**src/rtl/booth_pkg.sv**
```systemverilog
// Shared defaults and FSM state encoding for the Booth MAC accumulator slice.
package booth_pkg;

  localparam int ACC_W_DEF     = 80;
  localparam int MAX_TERMS_DEF = 16;

  typedef enum logic [1:0] {
    IDLE  = 2'd0,
    ACCUM = 2'd1,
    HOLD  = 2'd2
  } mac_state_t;

endpackage

```
**src/rtl/mac_sat_add.sv**
```systemverilog
// Combinational sign-extend and add of a 64-bit product into the accumulator.
// Define MAC_SAT_EN to clamp on signed overflow; otherwise the sum wraps.
module mac_sat_add #(
  parameter int ACC_W = 80
) (
  input  logic [ACC_W-1:0] acc,
  input  logic [63:0]      prod,
  output logic [ACC_W-1:0] sum,
  output logic             ovf
);

  logic [ACC_W-1:0] ext;
  logic [ACC_W-1:0] raw;

  assign ext = ACC_W'($signed(prod));
  assign raw = acc + ext;

`ifdef MAC_SAT_EN
  logic ovf_raw;

  // Overflow only when both operands share a sign that the result lost.
  assign ovf_raw = (acc[ACC_W-1] == ext[ACC_W-1]) && (raw[ACC_W-1] != acc[ACC_W-1]);

  always_comb begin
    sum = raw;
    if (ovf_raw) begin
      sum = acc[ACC_W-1] ? {1'b1, {(ACC_W-1){1'b0}}} : {1'b0, {(ACC_W-1){1'b1}}};
    end
  end

  assign ovf = ovf_raw;
`else
  assign sum = raw;
  assign ovf = 1'b0;
`endif

endmodule

```
**src/rtl/booth_mac_accum.sv**
```systemverilog
// Accumulates signed 32x32 products per group and holds the result for a valid/ready consumer.
// Saturating arithmetic is enabled by defining MAC_SAT_EN.
//
// state | meaning
// IDLE  | acc and count zero, waiting for the first product of a group
// ACCUM | group open, summing products as they arrive
// HOLD  | result presented on out_*, input stalled until out_ready
module booth_mac_accum
  import booth_pkg::*;
#(
  parameter  int ACC_W     = ACC_W_DEF,
  parameter  int MAX_TERMS = MAX_TERMS_DEF,
  localparam int CNT_W     = $clog2(MAX_TERMS + 1)
) (
  input  logic             clk,
  input  logic             rst_n,
  input  logic             clr,
  input  logic             in_valid,
  output logic             in_ready,
  input  logic [63:0]      in_prod,
  input  logic             in_last,
  output logic             out_valid,
  input  logic             out_ready,
  output logic [ACC_W-1:0] out_acc,
  output logic [CNT_W-1:0] out_count,
  output logic             out_ovf
);

  mac_state_t       state, state_nx;
  logic [ACC_W-1:0] acc, acc_nx, sum;
  logic [CNT_W-1:0] count, cnt_nx, cnt_inc;
  logic             ovf, ovf_nx, add_ovf;
  logic             rdy_q;
  logic             accept;

  mac_sat_add #(.ACC_W(ACC_W)) u_add (
    .acc  (acc),
    .prod (in_prod),
    .sum  (sum),
    .ovf  (add_ovf)
  );

  // rdy_q keeps in_ready low until the first edge after reset release.
  assign in_ready  = rdy_q && (state != HOLD) && !clr;
  assign accept    = in_valid && in_ready;
  assign cnt_inc   = count + CNT_W'(1);
  assign out_valid = (state == HOLD);
  assign out_acc   = acc;
  assign out_count = count;
  assign out_ovf   = ovf;

  always_ff @(posedge clk or negedge rst_n) begin
    if (!rst_n) begin
      state <= IDLE;
      acc   <= '0;
      count <= '0;
      ovf   <= 1'b0;
      rdy_q <= 1'b0;
    end else begin
      state <= state_nx;
      acc   <= acc_nx;
      count <= cnt_nx;
      ovf   <= ovf_nx;
      rdy_q <= 1'b1;
    end
  end

  always_comb begin
    state_nx = state;
    acc_nx   = acc;
    cnt_nx   = count;
    ovf_nx   = ovf;
    if (clr) begin
      state_nx = IDLE;
      acc_nx   = '0;
      cnt_nx   = '0;
      ovf_nx   = 1'b0;
    end else begin
      case (state)
        IDLE, ACCUM: begin
          if (accept) begin
            acc_nx   = sum;
            cnt_nx   = cnt_inc;
            ovf_nx   = ovf | add_ovf;
            state_nx = (in_last || (cnt_inc == CNT_W'(MAX_TERMS))) ? HOLD : ACCUM;
          end
        end
        HOLD: begin
          if (out_ready) begin
            state_nx = IDLE;
            acc_nx   = '0;
            cnt_nx   = '0;
            ovf_nx   = 1'b0;
          end
        end
        default: begin
          state_nx = IDLE;
          acc_nx   = '0;
          cnt_nx   = '0;
          ovf_nx   = 1'b0;
        end
      endcase
    end
  end

endmodule

```
**config.mk**
```make
export PLATFORM = sky130hd
export DESIGN_NAME = booth_mac_accum
export DESIGN_NICKNAME = d
export VERILOG_FILES = /design/src/rtl/booth_pkg.sv /design/src/rtl/mac_sat_add.sv /design/src/rtl/booth_mac_accum.sv
export SDC_FILE = /design/constraint.sdc
export NUM_CORES = 1
export LEC_CHECK = 0
export BUFFER_PORTS_ARGS = -buffer_cell sky130_fd_sc_hd__buf_2
export CAP_MARGIN = 25
export CELL_PAD_IN_SITES_DETAIL_PLACEMENT = 0
export CELL_PAD_IN_SITES_GLOBAL_PLACEMENT = 2
export CORE_ASPECT_RATIO = 0.9
export CORE_MARGIN = 4
export CORE_UTILIZATION = 29
export DETAILED_ROUTE_END_ITERATION = 10
export GPL_TIMING_DRIVEN = 0
export PLACE_DENSITY = 0.75
export SLEW_MARGIN = 20
export SYNTH_ARGS = -nofsm -noshare
export SYNTH_HDL_FRONTEND = slang
export SYNTH_SLANG_ARGS = --single-unit
export TNS_END_PERCENT = 20
```
**constraint.sdc**
```tcl
create_clock -name clk -period 3.6 [get_ports clk]
set_input_delay 0 -clock clk [delete_from_list [all_inputs] [get_ports clk]]
set_output_delay 0 -clock clk [all_outputs]
set_load 0.1 [all_outputs]
```
==> out/results.tsv <==
metric	value	unit
io_pins	158	
m1WireLength	14600	um
grt_max_degree	61	
rsz0062_at_grt	true	
crit_fanout	5	
dpl.hpwl	22700	um
n_antenna_cell	0	
layout-drive-gt1-share	21.0	%
tns	-0.0547	ns
clk_latency	0.36	ns
dr.pass1.iters	5	
die_x	183	um
die_area	0.0302	sq mm
drtIter0Drc	493	
cts_root_buf	clkbuf_16	
ys_seq_elements	88	
viasPerCell	5.22	
clockBufferDepth	2	
final.setup.worst_slack	-0.0222	ns
status	finished with violations	
antenna_found_initial	0	
ys_seq_area_share	27.7	%
clkSlewWorstSetupHoldPaths	0.08	ns
worstPathRequired	3.81	ns
clock.fmax	0.276	GHz
nets	1353	
wl_per_cell	18.3	um
io_buffers	156	
met2_length	12100	um
syn-num-nets	1164	
syn_inst	1013	
tightest_slew	0.796	ns
grt_overflow	0	
rows	57	
wl	28500	um
track_usage	18.5	%
cts.sinks	88	
finalHoldViolCount	0	
grt_first_pass_wirelength	44400	um
initial_core_util	29.4	%
grt_pass1_vias	7904	
synth_edf_count	0	
end_kind	flop	
crit_arrival	3.83	ns
holdWs	0.0711	ns
fillers	2861	
async_flop_share	100	%
cts_max_level	3	
fp.dieH	165	um
drc	0	
final-setup-viol-count	3	
synthFlopType	dfrtp_1	
gp_congestion	0.864	
ant_nets	0	
core_area	0.0270	sq mm
max_slew_margin	46.6	%
critPathLaunchType	flop	
slew_violations	0	
hp-class	in -> async	
drv_cap	0	
cts_buffers	9	
crit_type	reg -> reg	
num_vias	8145	
finClkSkew	0.0144	ns
netlist_area	0.00796	sq mm
yosys_warnings	0	
areaGrowthSynthToFinish	27.1	%
period_share	101	%
layout_min_cycle_time	3.62	ns
synth.distinct_cells	70	
violations	setup timing	
routed-wl-met3	1450	um
top_layer_used	met4	
cts_tree	done	
syn_avg_cell_area	7.86	sq um
[synthesized netlist by cell type, types with 4 or more instances]
| library cell | count | area (sq um) |
|---|---|---|
| a211oi_1 | 5 | 37.5 |
| a21boi_0 | 6 | 45.0 |
| a21o_1 | 40 | 300 |
| a21oi_1 | 112 | 561 |
| a221o_1 | 4 | 40.0 |
| a31oi_1 | 14 | 87.6 |
| a41oi_1 | 5 | 43.8 |
| and2_1 | 6 | 37.5 |
| and3_1 | 5 | 31.3 |
| and4_1 | 5 | 43.8 |
| clkbuf_1 | 44 | 165 |
| dfrtp_1 | 88 | 2200 |
| ha_1 | 80 | 1000 |
| inv_1 | 22 | 82.6 |
| nand2_1 | 149 | 559 |
| nand2b_1 | 4 | 25.0 |
| nand3_1 | 17 | 85.1 |
| nand4_1 | 20 | 125 |
| nor2_1 | 64 | 240 |
| nor2b_1 | 8 | 50.1 |
| nor3_1 | 21 | 105 |
| o21ai_0 | 119 | 596 |
| o21bai_1 | 18 | 135 |
| o221ai_1 | 4 | 35.0 |
| o31ai_1 | 14 | 105 |
| xnor2_1 | 38 | 333 |
| xor2_1 | 37 | 324 |
[worst paths after layout]
kind | from | endpoint | slack (ns) | cells past startpoint
worst min-delay path | rst_n | out_acc[22] | 0.07 | 2
min in group clk | clr | out_acc[0] | 0.07 | 4
worst min register to register | out_acc[2] | out_acc[2] | 0.51 | 2
worst max-delay path | out_acc[0] | out_acc[76] | -0.02 | 13
worst max register to register | out_acc[0] | out_acc[76] | -0.02 | 13
max in group asynchronous | rst_n | out_acc[0] | 2.88 | 3
[repair_timing]
item	4_1_cts	5_1_grt
pin swaps	11	16
hold endpoints to repair	90	0
setup endpoints to repair	39	20
gates resized for setup	32	24
hold buffers	6	0
setup buffers	4	14
[flip-flops by register name, indices dropped and copies added, names as in the netlist]
name and count:
out_count 5, state 2, out_acc 80, rdy_q 1
[worst max-delay path: stages, from the launching register on]
cell and delay, ns:
dfrtp_4 0.50, ha_4 0.17, fa_2 0.34, a21o_1 0.19, a221o_2 0.39, a31oi_4 0.23
nor3b_4 0.10, a41oi_4 0.34, o311a_1 0.29, a211oi_2 0.08, a221o_1 0.37, a41oi_2 0.24
xor2_1 0.17, o31ai_1 0.08
[final cells by class]
class | instances | area (sq um) | area share [%]
multi-input combinational | 855 | 5820 | 57.6
sequential | 88 | 2220 | 22.0
clock inverter | 6 | 115 | 1.14
tap | 354 | 443 | 4.38
buffer | 45 | 175 | 1.73
clock buffer | 10 | 239 | 2.36
timing repair buffer | 181 | 1010 | 10.0
inverter | 22 | 82.6 | 0.817
[through the flow]
step	utilization (%)	std cells	setup slack, ns	area (sq um)
floorplan	-	1013	-0.0506	7990
global placement	34.1	1523	-0.847	9210
detailed placement	34.2	1524	-0.794	9240
CTS	36.7	1550	-0.0799	9910
global route	37.4	1561	-0.217	10100
finish	37.4	1561	-0.0222	10100
[kinds of logic (layout without fill, tap and decap cells)]
logic type	after synthesis	in the layout	synth area share [%]
multiplexers	3	3	0.393
flip-flops	88	88	27.7
buffers and inverters	70	264	3.38
AND/OR/NAND/NOR	311	311	17.5
XOR/XNOR	75	75	8.25
adder cells (fa/ha/maj)	81	81	12.8
other	2	2	0.0944
AO/OA/AOI/OAI	383	383	29.9
[metal layers]
metal  up-vias  track usage, %
met5         -               0
met1      3843            27.5
li1       4085               -
met4         0            3.10
met2       199            28.4
met3        18            3.48
[cell usage in the layout (no fill, tap or decap), types with 5 or more instances in the layout]
cell type,synthesis,routed
o21ai_1,3,5
dfrtp_2,0,14
and3_1,5,5
nor2_1,64,64
o21bai_1,18,18
and2_1,6,6
a21oi_1,112,108
xnor2_1,38,38
nor2b_1,8,8
xor2_1,37,37
o21ai_0,119,115
a21o_1,40,40
clkbuf_1,44,41
dlygate4sd3_1,0,6
buf_2,1,156
nand2_1,149,148
nor3_1,21,19
o31ai_1,14,13
ha_1,80,76
nand4_1,20,20
clkbuf_16,0,9
dfrtp_1,88,73
inv_1,22,22
nand3_1,17,17
and4_1,5,5
buf_4,1,18
a31oi_1,14,13
Power is left out: the tool's default activity adds up to more than one toggle a clock period on the data nets, which glitch-free logic cannot reach.
